## src/rtl/serial_adder_seq.sv

```systemverilog
// Bit-serial WIDTH-bit adder: operands enter over a valid/ready handshake, one full-adder
// cell consumes one bit per clock (LSB first), and the result leaves over a second handshake.

module full_adder_with_enable (
  input  logic en_n,
  input  logic a,
  input  logic b,
  input  logic ci,
  output logic s,
  output logic co
);
  // Active-low enable; the cell outputs are forced low while it is idle.
  assign s  = en_n ? 1'b0 : (a ^ b ^ ci);
  assign co = en_n ? 1'b0 : ((a & b) | (a & ci) | (b & ci));
endmodule

module serial_adder_seq #(
  parameter int WIDTH = 8
) (
  input  logic             clk,
  input  logic             rst_n,
  input  logic             in_valid,
  output logic             in_ready,
  input  logic [WIDTH-1:0] op_a,
  input  logic [WIDTH-1:0] op_b,
  input  logic             cin,
  output logic             out_valid,
  input  logic             out_ready,
  output logic [WIDTH-1:0] sum,
  output logic             cout,
  output logic             busy
);
  localparam int CW = $clog2(WIDTH + 1);

  typedef enum logic [1:0] {IDLE, RUN, DONE} state_e;

  state_e           state_q, state_d;
  logic [WIDTH-1:0] sh_a_q, sh_a_d;
  logic [WIDTH-1:0] sh_b_q, sh_b_d;
  logic [WIDTH-1:0] sh_s_q, sh_s_d;
  logic [WIDTH-1:0] sum_q, sum_d;
  logic [CW-1:0]    cnt_q, cnt_d;
  logic             carry_q, carry_d;
  logic             cout_q, cout_d;

  logic             fa_en_n, fa_s, fa_co;
  logic [WIDTH-1:0] sh_s_shift;

  full_adder_with_enable u_fa (
    .en_n (fa_en_n),
    .a    (sh_a_q[0]),
    .b    (sh_b_q[0]),
    .ci   (carry_q),
    .s    (fa_s),
    .co   (fa_co)
  );

  // Partial sum shifted right with the new bit at the MSB; written so that WIDTH=1 needs no special case.
  always_comb begin
    sh_s_shift            = sh_s_q >> 1;
    sh_s_shift[WIDTH-1]   = fa_s;
  end

  always_comb begin
    // NOTE: every signal gets a default first, so no path through this block can infer a latch.
    state_d = state_q;
    sh_a_d  = sh_a_q;
    sh_b_d  = sh_b_q;
    sh_s_d  = sh_s_q;
    sum_d   = sum_q;
    cnt_d   = cnt_q;
    carry_d = carry_q;
    cout_d  = cout_q;
    fa_en_n = 1'b1;

    unique case (state_q)
      IDLE: begin
        if (in_valid) begin
          sh_a_d  = op_a;
          sh_b_d  = op_b;
          carry_d = cin;
          cnt_d   = '0;
          state_d = RUN;
        end
      end
      RUN: begin
        fa_en_n = 1'b0;
        sh_a_d  = sh_a_q >> 1;
        sh_b_d  = sh_b_q >> 1;
        sh_s_d  = sh_s_shift;
        carry_d = fa_co;
        cnt_d   = cnt_q + CW'(1);
        if (cnt_q == CW'(WIDTH - 1)) begin
          sum_d   = sh_s_shift;
          cout_d  = fa_co;
          state_d = DONE;
        end
      end
      DONE: begin
        if (out_ready) state_d = IDLE;
      end
      default: state_d = IDLE;
    endcase
  end

  // NOTE: state registers use non-blocking assignments so every flop samples pre-edge values.
  always_ff @(posedge clk or negedge rst_n) begin
    if (!rst_n) begin
      state_q <= IDLE;
      sh_a_q  <= '0;
      sh_b_q  <= '0;
      sh_s_q  <= '0;
      sum_q   <= '0;
      cnt_q   <= '0;
      carry_q <= 1'b0;
      cout_q  <= 1'b0;
    end else begin
      state_q <= state_d;
      sh_a_q  <= sh_a_d;
      sh_b_q  <= sh_b_d;
      sh_s_q  <= sh_s_d;
      sum_q   <= sum_d;
      cnt_q   <= cnt_d;
      carry_q <= carry_d;
      cout_q  <= cout_d;
    end
  end

  assign in_ready  = (state_q == IDLE);
  assign busy      = (state_q == RUN);
  assign out_valid = (state_q == DONE);
  assign sum       = sum_q;
  assign cout      = cout_q;

endmodule

```

## config.mk

```make
export PLATFORM = sky130hd
export DESIGN_NAME = serial_adder_seq
export DESIGN_NICKNAME = d
export VERILOG_FILES = /design/src/rtl/serial_adder_seq.sv
export SDC_FILE = /design/constraint.sdc
export NUM_CORES = 1
export LEC_CHECK = 0
export ABC_AREA = 1
export BUFFER_PORTS_ARGS = -buffer_cell sky130_fd_sc_hd__buf_2
export CAP_MARGIN = 20
export CELL_PAD_IN_SITES_DETAIL_PLACEMENT = 1
export CELL_PAD_IN_SITES_GLOBAL_PLACEMENT = 1
export CORE_ASPECT_RATIO = 0.6
export CORE_UTILIZATION = 43
export DETAILED_ROUTE_END_ITERATION = 16
export HOLD_SLACK_MARGIN = 0.06
export MAX_ROUTING_LAYER = met4
export PLACE_DENSITY_LB_ADDON = 0.2
export SLEW_MARGIN = 20
export SYNTH_ARGS = -nofsm -noshare
export SYNTH_HDL_FRONTEND = slang
export SYNTH_SLANG_ARGS = --single-unit
```

## constraint.sdc

```tcl
create_clock -name clk -period 1.65 [get_ports clk]
set_input_delay 0.33 -clock clk [delete_from_list [all_inputs] [get_ports clk]]
set_output_delay 0.33 -clock clk [all_outputs]
set_load 0.01 [all_outputs]
```

## After elaboration in Yosys (flattened, before gate mapping)

Cells that the tools add are included.

| storage, ports and cells | value |
|---|---|
| flip-flop bits (word level) | 40 |
| bits in latches | 0 |
| bits in writable memories | 0 |
| ROM bits | 0 |
| input port bits | 21 |
| word-level logic and storage cells | 39 |
| memories | 0 |

| cells by class | value |
|---|---|
| add/subtract/negate cells | 1 |
| multipliers | 0 |
| divide/modulo/power cells | 0 |
| order comparisons | 0 |
| equality and inequality tests | 6 |
| shift-type cells | 0 |
| multiplexer cells | 12 |
| bitwise gates (word level) | 7 |
| reduce and logical (&&, ||, !) cells | 5 |

Operator list:

| cell | number |
|---|---|
| 8-bit case mux with 2 select lines | 2 |
| 8-bit two-way mux | 2 |
| 4-bit case mux with 2 select lines | 1 |
| 2-bit two-way mux | 3 |
| 2-bit case mux with 3 select lines | 1 |
| 4-bit by 1-bit adder with 4-bit output, second input constant | 1 |
| 4-bit by 3-bit == test with 1-bit output, second input constant | 1 |
| 4-bit two-way mux | 1 |
| 2-bit by 1-bit != test with 1-bit output, second input constant | 2 |
| 2-bit AND reduction | 2 |
| 1-bit AND | 3 |
| 3-bit AND reduction | 1 |
| 2-bit by 1-bit == test with 1-bit output, second input constant | 1 |
| 2-bit == test, second input constant | 1 |
| 2-bit logical NOT | 1 |
| 2-bit != test, second input constant | 1 |
| 1-bit OR | 2 |
| 1-bit case mux with 2 select lines | 1 |
| 2-bit nonzero test | 1 |
| 1-bit XOR | 2 |
| 1-bit two-way mux | 1 |

## Depth between registers and ports, before layout

| logic depth | value |
|---|---|
| depth in word-level cells | 4 |
| mapped depth | 7 |
| gate-level depth less buffers | 6 |

## By module

Synthesis repeated with hierarchy kept, for this count alone.

| second synthesis, totals | value |
|---|---|
| cells, all modules | 198 |
| area total of the unflattened synthesis | 1712.9 µm² |

Modules (own cells, without submodules):

| module | times used | cells an instance | area each (µm²) | sequential area each (µm²) |
|---|---|---|---|---|
| serial_adder_seq | 1 | 193 | 1677.9 | 975.9 |
| full_adder_with_enable | 1 | 5 | 35.0 | 0.0 |

## Worst setup path after synthesis

OpenSTA, ideal clock, no wires.

| timing path | value |
|---|---|
| path type | flip-flop to output port |
| from | register state_q[0] |
| to | output in_ready |
| arrival time | 0.800 ns |
| data required time | 1.320 ns |
| slack | 0.520 ns |
| stages on the path, launching flop included | 3 |
| cell sequence | dfrtp_1 -> nor2_2 -> buf_4 |

| on the way | value |
|---|---|
| word-level cells in the longest chain between the ends | 1 |

Ends and longest elaborated chain:

| what | line | RTL |
|---|---|---|
| from (decl) | 37 | `state_e state_q, state_d;` |
| from (signal assigned) | 118 | `state_q <= state_d;` |
| 2-bit logical NOT | 129 | `assign in_ready = (state_q == IDLE);` |
| to (decl) | 23 | `output logic in_ready,` |

No other way between the ends.

## Final worst setup path

| timing path | value |
|---|---|
| from | register state_q[0] |
| to | output busy |

| on the way | value |
|---|---|
| word-level cells in the longest chain between the ends | 1 |

Ends and longest elaborated chain:

| what | line | RTL |
|---|---|---|
| 2-bit by 1-bit == test with 1-bit output | 130 | `assign busy = (state_q == RUN);` |
| to (decl) | 31 | `output logic busy` |

No other way between the ends.

==> impl_metrics.json <==
{
  "status": "completed",
  "tns_ns": 0,
  "clkTransAtPathRegs_ns": 0.07,
  "clock_sinks": 39,
  "crit_fanout": 17,
  "yosys.area.top_type_share": 0.571,
  "placed_cells": 267,
  "fin_area_um2": 2010,
  "cap_violations": 0,
  "hold_path_class": "input port to asynchronous set/reset pin",
  "gp_congestion": 0.768,
  "syn_inst": 194,
  "slew_violations": 0,
  "core.rowCount": 17,
  "ys.warnings.count": 0,
  "crit_buf_inv": 2,
  "grt_pass1_wl_um": 7160,
  "cts_buffers": 5,
  "htreeDepth": 2,
  "wirelength_um": 4100,
  "area_growth_pct": 17.6,
  "switching_share": 0.392,
  "n_antenna_cell": 0,
  "synth_area_um2": 1710,
  "cts_setup_buffers": 0,
  "syn_avg_cell_area_um2": 8.80,
  "ant_nets": 0,
  "avgViaCountPerCell": 5.31,
  "antenna_found_initial": 0,
  "nFillCells": 472,
  "finalCritPeriodShare": 0.940,
  "netlist_top_cells_area": "dfrtp_1, nand3_1, nand2_1",
  "p_comb_frac": 0.357,
  "startpoint_type": "register",
  "io_buffers": 32,
  "grt_start_max_net_pins": 40,
  "period_minus_slack_ns": 1.55,
  "die_h_um": 50.8,
  "placed_area_um2": 1910,
  "setup_viol": 0,
  "ys_seq_elements": 39,
  "dp_hpwl_um": 2870,
  "wl_per_cell_um": 14.9,
  "cts_tree": "yes",
  "dp_worst_setup_slack_ns": 0.207,
  "final_common_cell": "nand2_1",
  "tightestPinTransition_ns": 0.503,
  "timing.final.hold_violations": 0,
  "grt_usage": 0.223,
  "cp_slowest_cell": "dfrtp_1",
  "critPathMaxStageDelay_ns": 0.43,
  "p_int_mw": 2.17,
  "synth_cell_type_count": 19,
  "pwr-share-seq": 0.445,
  "cts_hold_buf": 0,
  "cts_resized": 0,
  "dr_total_vias": 1459,
  "dr.pass1.iters": 4,
  "nets": 250,
  "coreArea_um2": 3740,
  "drtIter0Drc": 104,
  "insertion_delay_ns": 0.28,
  "ir_drop_v": 0.000719,
  "seq_area_frac_synth": 0.571,
  "start_util": 0.456,
  "syn_nets": 217,
  "yosys.area.top_type": "dfrtp_1",
  "grt_pass1_vias": 1483,
  "crit_path_end_kind": "primary output",
  "pwr-share-clk": 0.198,
  "path_cells": "nand2_2 > clkinv_2 > buf_2",
  "fin_ws_ns": 0.0996,
  "slew_headroom": 0.664,
  "final_cell_mix": "nand2_1, nand3_1, dfrtp_1",
  "ff2ff_path_depth": 5,
  "switching_power_mw": 1.40,
  "cp_top_family": "flip-flops",
  "final_util": 0.536,
  "clock_path_buffers": 2,
  "drive_gt1_frac": 0.219,
  "grt-ovfl-total": 0,
  "skew_ns": 0.00308,
  "drc": 0,
  "leakage_nw": 1.06,
  "layout.cells.non_filler": 275,
  "cts-root-buf": "clkbuf_8",
  "cp_num_cells": 3,
  "required_ns": 1.32,
  "rsz0062_at_grt": "false",
  "cp.arrival_ns": 1.22,
  "io_pins": 33,
  "pwr_density_cell_nw_per_um2": 1770,
  "die_area_um2": 4240,
  "critPathKind": "register to primary output",
  "max_clock_freq_mhz": 645,
  "die_w_um": 83.4
}
==> power groups by stage <==
stage | registers (mW) | logic [mW] | clock network (mW)
2_1_floorplan | 1.58 | 0.871 | 0
3_3_place_gp | 1.57 | 1.21 | 0
3_5_place_dp | 1.60 | 1.27 | 0
4_1_cts | 1.59 | 1.29 | 0.725
5_1_grt | 1.63 | 1.47 | 0.766
6_report | 1.59 | 1.27 | 0.706
==> area by class of cell <==
class	count	area [µm²]	share of cell area
timing repair buffer	37	198	0.0984
sequential	39	976	0.486
inverter	6	23.8	0.0118
tap	47	58.8	0.0293
multi-input combinational	138	652	0.325
clock buffer	8	100	0.0498
==> cells in the mapped netlist <==
library cell,n
nand2_1,63
nand3_1,54
dfrtp_1,39
o21ai_0,8
buf_2,6
inv_1,4
nor2_1,4
buf_4,2
clkbuf_1,2
inv_2,2
nand2_2,2
clkbuf_2,1
fa_1,1
ha_1,1
nand4_1,1
nor2_2,1
nor2_8,1
o21ai_1,1
o31ai_1,1
==> per-layer routing <==
| metal | wire [µm] | global-route usage |
|---|---|---|
| met5 | 0 | - |
| met4 | 15 | 0.0345 |
| met3 | 166 | 0.0533 |
| met2 | 1860 | 0.343 |
| met1 | 2060 | 0.309 |
==> logic make-up (layout without fill, tap and decap cells) <==
kind of cell    Yosys count  in the layout  share of synthesized area
simple gates            126            126                      0.332
flops                    39             39                      0.571
buf+inv                  17             51                     0.0469
compound gates           10             10                     0.0308
fa+ha+maj                 2              2                     0.0190
==> registers in the layout, summed over array words and instances (netlist names) <==
register	count
cnt_q	4
sh_a_q	8
state_q	2
cout	1
carry_q	1
sum	8
sh_b_q	8
sh_s_q	7
==> worst register-to-register path, cell delays in order (launching register included) <==
cell     delay (ns)
dfrtp_1        0.41
ha_1           0.22
nand3_1        0.22
nor2_8         0.21
nand2_1        0.11
nand2_1        0.07
==> path summary, 6_finish.rpt <==
kind	startpoint	to	slack [ns]
setup / recovery	state_q[0]	busy	0.1
setup reg to reg	cnt_q[0]	cout	0.36
hold / removal	rst_n	sh_s_q[4]	0.09
max in group asynchronous	rst_n	state_q[1]	1.20
hold reg to reg	sh_s_q[2]	sum[1]	0.48
min in group clk	out_ready	state_q[1]	0.22
==> metrics by stage <==
step,hold WS [ns],power [mW]
final,0.0944,3.56
after global routing,0.131,3.87
after CTS,0.107,3.60
after detailed placement,0.417,2.88
after global placement,0.403,2.78
after floorplan,0.0344,2.45
(Power assumes the default switching activity.)
